File: src/rtl/noc_port_allocator.sv
// Round-robin, packet-locked allocation of virtual channels and of the physical port for one router output.
// Optional macro NOC_PORT_ALLOCATOR_VC_PRIORITY_EN: port goes to the highest channel with an eligible requester.
module noc_port_allocator #(
    parameter int REQUESTERS = 5,
    parameter int CHANNELS   = 2
) (
    input  logic                           clk,
    input  logic                           rst,
    input  logic [REQUESTERS*CHANNELS-1:0] vc_request,
    input  logic [REQUESTERS*CHANNELS-1:0] vc_free,
    output logic [REQUESTERS*CHANNELS-1:0] vc_grant,
    input  logic [REQUESTERS*CHANNELS-1:0] port_request,
    input  logic [REQUESTERS*CHANNELS-1:0] port_free,
    output logic [REQUESTERS*CHANNELS-1:0] port_grant
);
    localparam int N  = REQUESTERS * CHANNELS;
    localparam int RW = $clog2(REQUESTERS);
    localparam int NW = $clog2(N);

    typedef enum logic {ST_IDLE = 1'b0, ST_BUSY = 1'b1} state_t;

    // First requester strictly after 'last' (wrapping), returned as {found, index}.
    function automatic logic [RW:0] rr_pick_req(input logic [REQUESTERS-1:0] req,
                                                input logic [RW-1:0]         last);
        logic          found;
        logic          hit;
        logic [RW-1:0] idx;
        logic [RW-1:0] c_idx;
        int            cand;
        found = 1'b0;
        idx   = last;
        for (int k = 1; k <= REQUESTERS; k++) begin
            cand  = (int'(last) + k >= REQUESTERS) ? int'(last) + k - REQUESTERS : int'(last) + k;
            c_idx = RW'(cand);
            hit   = !found && req[c_idx];
            idx   = hit ? c_idx : idx;
            found = found | hit;
        end
        return {found, idx};
    endfunction

`ifndef NOC_PORT_ALLOCATOR_VC_PRIORITY_EN
    // First flattened candidate strictly after 'last' (wrapping), returned as {found, index}.
    function automatic logic [NW:0] rr_pick_flat(input logic [N-1:0]  req,
                                                 input logic [NW-1:0] last);
        logic          found;
        logic          hit;
        logic [NW-1:0] idx;
        logic [NW-1:0] c_idx;
        int            cand;
        found = 1'b0;
        idx   = last;
        for (int k = 1; k <= N; k++) begin
            cand  = (int'(last) + k >= N) ? int'(last) + k - N : int'(last) + k;
            c_idx = NW'(cand);
            hit   = !found && req[c_idx];
            idx   = hit ? c_idx : idx;
            found = found | hit;
        end
        return {found, idx};
    endfunction
`endif

    // ---------------- VC allocators ----------------
    state_t                r_vc_state     [CHANNELS];
    state_t                w_vc_state_nxt [CHANNELS];
    logic [RW-1:0]         r_vc_owner     [CHANNELS];
    logic [RW-1:0]         w_vc_owner_nxt [CHANNELS];
    logic [RW-1:0]         r_vc_ptr       [CHANNELS];
    logic [RW-1:0]         w_vc_ptr_nxt   [CHANNELS];
    logic [REQUESTERS-1:0] w_vc_req_ch    [CHANNELS];
    logic [REQUESTERS-1:0] w_vc_free_ch   [CHANNELS];
    logic [RW:0]           w_vc_pick      [CHANNELS];
    logic [N-1:0]          r_vc_grant;
    logic [N-1:0]          w_vc_grant_nxt;

    // Regroup the flattened request/free vectors by channel.
    always_comb begin
        for (int c = 0; c < CHANNELS; c++) begin
            for (int r = 0; r < REQUESTERS; r++) begin
                w_vc_req_ch[c][r]  = vc_request[r*CHANNELS+c];
                w_vc_free_ch[c][r] = vc_free[r*CHANNELS+c];
            end
        end
    end

    // Per-channel IDLE/BUSY next state and the grant vector it implies.
    always_comb begin
        w_vc_state_nxt = r_vc_state;
        w_vc_owner_nxt = r_vc_owner;
        w_vc_ptr_nxt   = r_vc_ptr;
        for (int c = 0; c < CHANNELS; c++) begin
            w_vc_pick[c] = rr_pick_req(w_vc_req_ch[c], r_vc_ptr[c]);
            case (r_vc_state[c])
                ST_IDLE: begin
                    if (w_vc_pick[c][RW]) begin
                        w_vc_state_nxt[c] = ST_BUSY;
                        w_vc_owner_nxt[c] = w_vc_pick[c][RW-1:0];
                        w_vc_ptr_nxt[c]   = w_vc_pick[c][RW-1:0];
                    end else begin
                        w_vc_state_nxt[c] = ST_IDLE;
                    end
                end
                ST_BUSY: begin
                    if (w_vc_free_ch[c][r_vc_owner[c]]) begin
                        w_vc_state_nxt[c] = ST_IDLE;
                    end else begin
                        w_vc_state_nxt[c] = ST_BUSY;
                    end
                end
                default: w_vc_state_nxt[c] = ST_IDLE;
            endcase
        end
        for (int r = 0; r < REQUESTERS; r++) begin
            for (int c = 0; c < CHANNELS; c++) begin
                w_vc_grant_nxt[r*CHANNELS+c] = (w_vc_state_nxt[c] == ST_BUSY) &&
                                               (w_vc_owner_nxt[c] == RW'(r));
            end
        end
    end

    // VC allocator state registers.
    always_ff @(posedge clk) begin
        if (rst) begin
            for (int c = 0; c < CHANNELS; c++) begin
                r_vc_state[c] <= ST_IDLE;
                r_vc_owner[c] <= {RW{1'b0}};
                r_vc_ptr[c]   <= RW'(REQUESTERS - 1);
            end
            r_vc_grant <= {N{1'b0}};
        end else begin
            r_vc_state <= w_vc_state_nxt;
            r_vc_owner <= w_vc_owner_nxt;
            r_vc_ptr   <= w_vc_ptr_nxt;
            r_vc_grant <= w_vc_grant_nxt;
        end
    end

    // ---------------- Port allocator ----------------
    state_t        r_port_state;
    state_t        w_port_state_nxt;
    logic [NW-1:0] r_port_owner;
    logic [NW-1:0] w_port_owner_nxt;
    logic [N-1:0]  r_port_grant;
    logic [N-1:0]  w_port_grant_nxt;
    logic [N-1:0]  w_elig;
    logic          w_sel_found;
    logic [NW-1:0] w_sel_idx;

    // Only requesters that already own the channel may compete for the port.
    assign w_elig = port_request & r_vc_grant;

`ifdef NOC_PORT_ALLOCATOR_VC_PRIORITY_EN
    localparam int CW = (CHANNELS > 1) ? $clog2(CHANNELS) : 1;

    logic [RW-1:0]         r_port_ch_ptr     [CHANNELS];
    logic [RW-1:0]         w_port_ch_ptr_nxt [CHANNELS];
    logic [REQUESTERS-1:0] w_elig_ch         [CHANNELS];
    logic [CW-1:0]         w_sel_ch;
    logic [RW:0]           w_sel_pick;

    // Highest channel with any eligible requester, then round-robin inside it.
    always_comb begin
        w_sel_found = 1'b0;
        w_sel_ch    = {CW{1'b0}};
        for (int c = 0; c < CHANNELS; c++) begin
            for (int r = 0; r < REQUESTERS; r++) begin
                w_elig_ch[c][r] = w_elig[r*CHANNELS+c];
            end
            w_sel_ch    = (|w_elig_ch[c]) ? CW'(c) : w_sel_ch;
            w_sel_found = w_sel_found | (|w_elig_ch[c]);
        end
        w_sel_pick = rr_pick_req(w_elig_ch[w_sel_ch], r_port_ch_ptr[w_sel_ch]);
        w_sel_idx  = NW'(int'(w_sel_pick[RW-1:0]) * CHANNELS + int'(w_sel_ch));
    end
`else
    logic [NW-1:0] r_port_ptr;
    logic [NW-1:0] w_port_ptr_nxt;
    logic [NW:0]   w_sel_pick;

    // Flat round-robin over every (requester, channel) candidate.
    always_comb begin
        w_sel_pick  = rr_pick_flat(w_elig, r_port_ptr);
        w_sel_found = w_sel_pick[NW];
        w_sel_idx   = w_sel_pick[NW-1:0];
    end
`endif

    // Port IDLE/BUSY next state, pointer advance and one-hot grant.
    always_comb begin
        w_port_state_nxt = r_port_state;
        w_port_owner_nxt = r_port_owner;
`ifdef NOC_PORT_ALLOCATOR_VC_PRIORITY_EN
        w_port_ch_ptr_nxt = r_port_ch_ptr;
`else
        w_port_ptr_nxt = r_port_ptr;
`endif
        case (r_port_state)
            ST_IDLE: begin
                if (w_sel_found) begin
                    w_port_state_nxt = ST_BUSY;
                    w_port_owner_nxt = w_sel_idx;
`ifdef NOC_PORT_ALLOCATOR_VC_PRIORITY_EN
                    w_port_ch_ptr_nxt[w_sel_ch] = w_sel_pick[RW-1:0];
`else
                    w_port_ptr_nxt = w_sel_idx;
`endif
                end else begin
                    w_port_state_nxt = ST_IDLE;
                end
            end
            ST_BUSY: begin
                if (port_free[r_port_owner]) begin
                    w_port_state_nxt = ST_IDLE;
                end else begin
                    w_port_state_nxt = ST_BUSY;
                end
            end
            default: w_port_state_nxt = ST_IDLE;
        endcase
        for (int i = 0; i < N; i++) begin
            w_port_grant_nxt[i] = (w_port_state_nxt == ST_BUSY) && (w_port_owner_nxt == NW'(i));
        end
    end

    // Port allocator state registers.
    always_ff @(posedge clk) begin
        if (rst) begin
            r_port_state <= ST_IDLE;
            r_port_owner <= {NW{1'b0}};
            r_port_grant <= {N{1'b0}};
`ifdef NOC_PORT_ALLOCATOR_VC_PRIORITY_EN
            for (int c = 0; c < CHANNELS; c++) begin
                r_port_ch_ptr[c] <= RW'(REQUESTERS - 1);
            end
`else
            r_port_ptr <= NW'(N - 1);
`endif
        end else begin
            r_port_state <= w_port_state_nxt;
            r_port_owner <= w_port_owner_nxt;
            r_port_grant <= w_port_grant_nxt;
`ifdef NOC_PORT_ALLOCATOR_VC_PRIORITY_EN
            r_port_ch_ptr <= w_port_ch_ptr_nxt;
`else
            r_port_ptr <= w_port_ptr_nxt;
`endif
        end
    end

    assign vc_grant   = r_vc_grant;
    assign port_grant = r_port_grant;

endmodule

File: config.mk
export PLATFORM = sky130hd
export DESIGN_NAME = noc_port_allocator
export DESIGN_NICKNAME = d
export VERILOG_FILES = /design/src/rtl/noc_port_allocator.sv
export SDC_FILE = /design/constraint.sdc
export NUM_CORES = 1
export LEC_CHECK = 0
export BUFFER_PORTS_ARGS = -buffer_cell sky130_fd_sc_hd__buf_2
export CORE_ASPECT_RATIO = 0.75
export CORE_MARGIN = 2
export CORE_UTILIZATION = 65
export DETAILED_ROUTE_END_ITERATION = 10
export PLACE_DENSITY = 0.86
export SYNTH_ARGS = -nofsm -noshare
export SYNTH_HDL_FRONTEND = slang
export SYNTH_SLANG_ARGS = --single-unit
File: constraint.sdc
create_clock -name clk -period 12.7 [get_ports clk]
set_input_delay 2.54 -clock clk [delete_from_list [all_inputs] [get_ports clk]]
set_output_delay 2.54 -clock clk [all_outputs]
set_load 0.005 [all_outputs]
**Yosys cells after proc, flatten, opt, wreduce, memory -nomap -nowiden**

Index checks and enable logic that the tools add are counted.

- Register bits: 43
- Latch bits: 0
- Bits in writable memories: 0
- Bits in read-only memories: 0
- Bits of input ports: 42
- Output and inout bits: 20
- Word-level logic and storage cells: 293
- Memories: 0

- Add/subtract/negate cells: 40
- Multipliers: 0
- Div/mod/pow operators: 0
- Magnitude comparators: 43
- Equality and inequality tests: 17
- Shifts and indexed selects: 0
- Mux-type cells: 101
- Bitwise gates (word level): 21
- Reductions and logical operators: 60

Operators with widths:

| cell | count |
|---|---|
| $mux 4 | 22 |
| $mux 3 | 24 |
| $lt 4x5->1 const B | 11 |
| $ge 5x4->1 const B | 10 |
| $lt 3x4->1 const B | 12 |
| $bmux 1 s4 | 11 |
| $ge 4x3->1 const B | 10 |
| $sub 4x4->4 const B | 10 |
| $logic_and 1x1->1 | 37 |
| $bmux 1 s3 | 12 |
| $sub 3x3->3 const B | 10 |
| $mux 1 | 29 |
| $add 4x3->5 const B | 4 |
| $logic_not 1->1 | 17 |
| $or 1x1->1 | 17 |
| $add 3x2->4 const B | 4 |
| $add 3x3->4 const B | 4 |
| $eq 4x3->1 const B | 4 |
| $add 4x4->5 const B | 3 |
| $eq 3x2->1 const B | 4 |
| $add 4x2->5 const B | 2 |
| $and 10x10->10 | 1 |
| $add 3x1->4 const B | 2 |
| $eq 4x2->1 const B | 2 |
| other kinds (10) | 20 |

**Longest topological paths before layout**

- Depth after elaboration: 36
- Depth in mapped cells: 21

**Worst setup path after synthesis**

OpenSTA, ideal clock, no wires.

- Path type: input-to-reg
- Start point: input port port_request[1]
- End point: register r_port_ptr[0]
- Arrival: 4.984 ns
- Data required time: 12.568 ns
- Setup slack: 7.583 ns
- Stages on the path: 12
- Cell sequence: nand2_1 > o21ai_0 > nor2_1 > mux2_2 > o32ai_2 > nor3_1 > and4_1 > buf_4 > a21o_1 > buf_2 > o21ai_0 > or3b_2

- Cells in the longest elaborated chain, start to end: 31
- Elaborated cells between the ends (all ways): 59
- Classes of those cells: mux (30); bitwise (10); reduce/logical (19)

RTL lines:

| item | line | RTL |
|---|---|---|
| from (decl) | 12 | `input logic [REQUESTERS*CHANNELS-1:0] port_request,` |
| $and 10x10->10 * | 151 | `assign w_elig = port_request & r_vc_grant;` |
| $bmux 1 s4 | 56 | `hit = !found && req[c_idx];` |
| $mux 1 (not written as such) | 56 |  |
| $logic_not 1->1 | 56 |  |
| $logic_and 1x1->1 | 56 |  |
| $or 1x1->1 | 58 | `found = found \| hit;` |
| $logic_not 1->1 | 56 |  |
| $logic_and 1x1->1 | 56 |  |
| (+15 left out) | n/a |  |
| $or 1x1->1 | 58 |  |
| $logic_not 1->1 | 56 |  |
| $logic_and 1x1->1 | 56 |  |
| $or 1x1->1 | 58 |  |
| $logic_not 1->1 | 56 |  |
| $logic_and 1x1->1 | 56 |  |
| $or 1x1->1 | 58 |  |
| $reduce_and 2->1 (no source line) | n/a |  |
| to (signal assigned) | 237 | `r_port_ptr <= NW'(N - 1);` |
| to (signal assigned) | 246 | `r_port_ptr <= w_port_ptr_nxt;` |
| to (decl) | 177 | `logic [NW-1:0] r_port_ptr;` |

Mark *: on every way between the ends. The rest lies on a longest branch, timed or not. The select of a mux whose other input is x is not followed.
A chain may end at the register's enable or synchronous reset.

**Final worst setup path**

- Start point: input port port_request[9]
- End point: register r_port_grant[7], in the netlist port_grant[7]

- Cells in the longest elaborated chain, start to end: 34
- Elaborated cells between the ends (all ways): 64
- Classes of those cells: eq/ne (1); mux (34); bitwise (10); reduce/logical (19)

RTL lines:

| item | line | RTL |
|---|---|---|
| $and 10x10->10 * | 151 |  |
| $bmux 1 s4 | 56 |  |
| $mux 1 (not written as such) | 56 |  |
| $logic_not 1->1 | 56 |  |
| $logic_and 1x1->1 | 56 |  |
| $or 1x1->1 | 58 |  |
| $logic_not 1->1 | 56 |  |
| $logic_and 1x1->1 | 56 |  |
| (+18 left out) | n/a |  |
| $or 1x1->1 | 58 |  |
| $logic_not 1->1 | 56 |  |
| $logic_and 1x1->1 | 56 |  |
| $mux 4 or $or 1x1->1 (tied branches) | 57, 58 |  |
| $mux 4 | 200 | `if (w_sel_found) begin` |
| $mux 4 | 198 | `case (r_port_state)` |
| $eq 4x3->1 | 222 | `w_port_grant_nxt[i] = (w_port_state_nxt == ST_BUSY) && (w_port_owner_nxt == NW'(i));` |
| $logic_and 1x1->1 * | 222 |  |
| to (signal assigned) | 231 | `r_port_grant <= {N{1'b0}};` |
| to (signal assigned) | 242 | `r_port_grant <= w_port_grant_nxt;` |
| to (decl) | 144 | `logic [N-1:0] r_port_grant;` |

Marks and branches as above.

==> results list <==
* Result of the run: complete, no violations
- Timing-limited maximum frequency: 0.171 GHz
* Die X-Extent: 119 µm
- In this run the tightest slew margin relative to its limit is 29.8%.
* Portion of synthesized cell area occupied by the leading cell type: 13.3%
* Portion of the post-synthesis area used by sequential elements: 13.3%
* Max-cap violations: 0
- For this configuration, the core starts out at a cell density of 66.8%.
* Post-route clock period utilization: 46.0%
- The H-tree generated during clock tree synthesis spans 2 levels.
* Worst clock skew on the final layout: 6.57 ps
- Setup repair after global routing missed its margin: false
- The count of buffers added on input and output ports is 61.
- At the end of routability-driven placement, the weighted congestion stood at 1.03.
* Number of instances in the synthesized netlist: 820
- CP Cell Sequence: buf_2, and3_1, a31oi_1, mux2i_1, a211oi_2, nor2_2, nor3_1, and4_1, a21o_1, a22oi_1, and2_1, nor4b_1
- Summed over all nets, the half-perimeter wirelength after detailed placement is 15.9 mm.
* Clock-pin transition on the worst setup and hold timing paths: 60 ps
* Fin crit period: 5840 ps
* Post-CTS setup buffer count: 0
* Worst Hold Class: reg2reg
* Remaining number of nets flagged by the antenna check after routing: 0
- After detailed routing, the average wire length per cell comes to 20.7 µm.
* Floorplan die area: 10700 µm²
- Peak per-stage delay on the critical path: 600 ps
- Num ports: 62
* Final antenna diode count: 0
- The number of clock buffers added by TritonCTS is 5.
* Vias after detailed routing: 7029
- Number of global-route vias before repair: 6476
- The synthesized design contains 0 enable-type register cells.
* Number of storage elements in the synthesis netlist: 43
- For the pin with the worst max-slew slack, the measured transition is 1040 ps.
- Post-CTS Hold Fix Bufs: 0
- In the routed design, unresolved DRC markers number 0.
- In the global route stage, overall resource usage came out at 37.4%.
- In this run the cell area of the synthesized design comes to 6450 µm².
- The worst setup path is launched from a primary input.
- Synth-to-layout area growth: 7.87%
* Root Driver: sky130_fd_sc_hd__clkbuf_16
* Most instantiated flip-flop cell in the synthesis netlist: sky130_fd_sc_hd__dfxtp_1
- The clock passes through at most 2 buffers.
* Net count of the finished layout: 945
* Largest net degree at the start of global routing: 46
- Total Routed Length: 20.6 mm
- Crit Path Class: in2reg
* Avg Vias per Cell: 7.09
* Crit path arrival time: 6010 ps
- STA puts the critical path data required time at 12870 ps.
- Setup violations, final: 0
- Sink count of the clock tree: 43
- CTS resizes: 0
- Final hold violations: 0
- Summed over all layers, the global routing overflow is 0.
- TritonCTS built the clock tree.
- Of all nets on the critical path, the largest fanout is 12.
- The first detailed-routing pass took 7 iterations.
* Antenna violations before repair: 0
* Y dimension of the die: 90.3 µm
- After floorplanning, the core was divided into 31 placement rows.
- Counting every net in the synthesized netlist gives 906.
* Core Area: 9660 µm²
- Total count of max-transition violations in the final report: 0
- Crit path max-delay cell type: sky130_fd_sc_hd__a31oi_1
- Fill cells: 800
* Count of distinct cell types in the synthesized netlist: 103
* Layout cells sized above 1: 17.8%
- Violation count after the first detailed-routing iteration: 891
* Synthesis warning total: 0
- Biggest area contributors in the synthesized netlist: sky130_fd_sc_hd__dfxtp_1, sky130_fd_sc_hd__ha_1, sky130_fd_sc_hd__a21oi_1
- Leading area contributor after synthesis: sky130_fd_sc_hd__dfxtp_1
- Final setup TNS: 0 ps
* Type of element capturing the critical path: flop
- At the later pin of the worst-skew pair, clock insertion delay measures 290 ps.
- After synthesis, the share of flip-flops with an asynchronous set or reset is 0%.
- Post-synthesis average cell area: 7.87 µm²
- Wire length of the first global-routing pass: 32.7 mm
-- critical path: cells and delay by family --
family                 cells  cell delay [ps]
AND/OR/NAND/NOR            6             1620
AO/OA/AOI/OAI              4             1490
multiplexers               1              250
buffers and inverters      1              100
-- logic make-up after synthesis --
group / share of synthesized area (%)
buf+inv: 5.12
xor+xnor: 3.80
flops: 13.3
simple gates: 28.5
fa+ha+maj: 8.88
mux: 9.19
compound gates: 31.2
-- layer usage --
| layer | up-vias | routed length, µm | track usage, % |
|---|---|---|---|
| met2 | 456 | 9080 | 59.1 |
| met1 | 3301 | 8700 | 51.4 |
| met5 | - | 0 | 0 |
| met4 | 0 | 403 | 8.73 |
| met3 | 58 | 2390 | 9.34 |
| li1 | 3214 | - | - |
-- cell type report --
class	count	area, µm²	area share [%]
clock buffer	6	129	1.85
sequential	43	861	12.4
timing repair buffer	65	335	4.82
inverter	39	149	2.14
tap	132	165	2.37
clock inverter	2	60.1	0.863
multi-input combinational	705	5260	75.6
-- flip-flops by register name (all words and copies together) (netlist names) --
| signal | flops |
|---|---|
| r_port_state | 1 |
| r_port_ptr | 4 |
| vc_grant | 10 |
| port_grant | 10 |
| r_vc_owner | 6 |
| r_port_owner | 4 |
| r_vc_ptr | 6 |
| r_vc_state | 2 |
-- worst paths after layout --
path | from | endpoint | slack [ps] | cells past startpoint
worst min-delay path | r_vc_owner[2]$_SDFF_PP0_ | r_vc_owner[2]$_SDFF_PP0_ | 530 | 2
worst min register to register | r_vc_owner[2]$_SDFF_PP0_ | r_vc_owner[2]$_SDFF_PP0_ | 530 | 2
worst max-delay path | port_request[9] | port_grant[7]$_SDFF_PP0_ | 6860 | 12
worst max register to register | r_port_ptr[1]$_SDFFE_PP0P_ | port_grant[5]$_SDFF_PP0_ | 6910 | 16
-- placed cells by master, fill, tap and decap left out, types with 6 or more instances in the layout --
cell | netlist | layout
sky130_fd_sc_hd__a211oi_1 | 14 | 14
sky130_fd_sc_hd__a21o_1 | 14 | 14
sky130_fd_sc_hd__a21oi_1 | 55 | 55
sky130_fd_sc_hd__a31oi_1 | 10 | 10
sky130_fd_sc_hd__and2_1 | 12 | 12
sky130_fd_sc_hd__and3_1 | 11 | 11
sky130_fd_sc_hd__and3b_1 | 8 | 8
sky130_fd_sc_hd__buf_2 | 10 | 61
sky130_fd_sc_hd__dfxtp_1 | 43 | 43
sky130_fd_sc_hd__ha_1 | 41 | 41
sky130_fd_sc_hd__inv_1 | 37 | 37
sky130_fd_sc_hd__mux2i_1 | 24 | 24
sky130_fd_sc_hd__mux4_2 | 12 | 12
sky130_fd_sc_hd__nand2_1 | 62 | 62
sky130_fd_sc_hd__nand2b_1 | 21 | 21
sky130_fd_sc_hd__nand3_1 | 32 | 32
sky130_fd_sc_hd__nand3b_1 | 6 | 6
sky130_fd_sc_hd__nor2_1 | 46 | 46
sky130_fd_sc_hd__nor2b_1 | 22 | 22
sky130_fd_sc_hd__nor3_1 | 32 | 32
sky130_fd_sc_hd__nor3b_1 | 7 | 7
sky130_fd_sc_hd__nor4_1 | 10 | 10
sky130_fd_sc_hd__o211ai_1 | 7 | 7
sky130_fd_sc_hd__o21a_1 | 12 | 12
sky130_fd_sc_hd__o21ai_0 | 40 | 40
sky130_fd_sc_hd__o21ai_1 | 7 | 7
sky130_fd_sc_hd__o221ai_1 | 7 | 7
sky130_fd_sc_hd__or2_2 | 11 | 11
sky130_fd_sc_hd__xnor2_1 | 19 | 19
-- stage by stage --
| stage | instance area (µm²) | worst slack, ps | std cells | hold WS, ps | utilization, % |
|---|---|---|---|---|---|
| after floorplan | 6450 | 7580 | 820 | 489 | - |
| after global placement | 6770 | 6910 | 984 | 506 | 70.1 |
| after detailed placement | 6770 | 6740 | 984 | 517 | 70.1 |
| after CTS | 6960 | 6910 | 992 | 525 | 72.1 |
| after global routing | 6960 | 6510 | 992 | 578 | 72.1 |
| final | 6960 | 6860 | 992 | 530 | 72.1 |
-- cells in the mapped netlist, types with 8 or more instances --
| cell type | number |
|---|---|
| sky130_fd_sc_hd__nand2_1 | 62 |
| sky130_fd_sc_hd__a21oi_1 | 55 |
| sky130_fd_sc_hd__nor2_1 | 46 |
| sky130_fd_sc_hd__dfxtp_1 | 43 |
| sky130_fd_sc_hd__ha_1 | 41 |
| sky130_fd_sc_hd__o21ai_0 | 40 |
| sky130_fd_sc_hd__inv_1 | 37 |
| sky130_fd_sc_hd__nand3_1 | 32 |
| sky130_fd_sc_hd__nor3_1 | 32 |
| sky130_fd_sc_hd__mux2i_1 | 24 |
| sky130_fd_sc_hd__nor2b_1 | 22 |
| sky130_fd_sc_hd__nand2b_1 | 21 |
| sky130_fd_sc_hd__xnor2_1 | 19 |
| sky130_fd_sc_hd__clkbuf_1 | 16 |
| sky130_fd_sc_hd__a211oi_1 | 14 |
| sky130_fd_sc_hd__a21o_1 | 14 |
| sky130_fd_sc_hd__and2_1 | 12 |
| sky130_fd_sc_hd__mux4_2 | 12 |
| sky130_fd_sc_hd__o21a_1 | 12 |
| sky130_fd_sc_hd__and3_1 | 11 |
| sky130_fd_sc_hd__or2_2 | 11 |
| sky130_fd_sc_hd__a31oi_1 | 10 |
| sky130_fd_sc_hd__buf_2 | 10 |
| sky130_fd_sc_hd__nor4_1 | 10 |
| sky130_fd_sc_hd__and3b_1 | 8 |
Power is not shown: default switching activity piles up to over one toggle a cycle in this logic, so the estimate is an artifact.
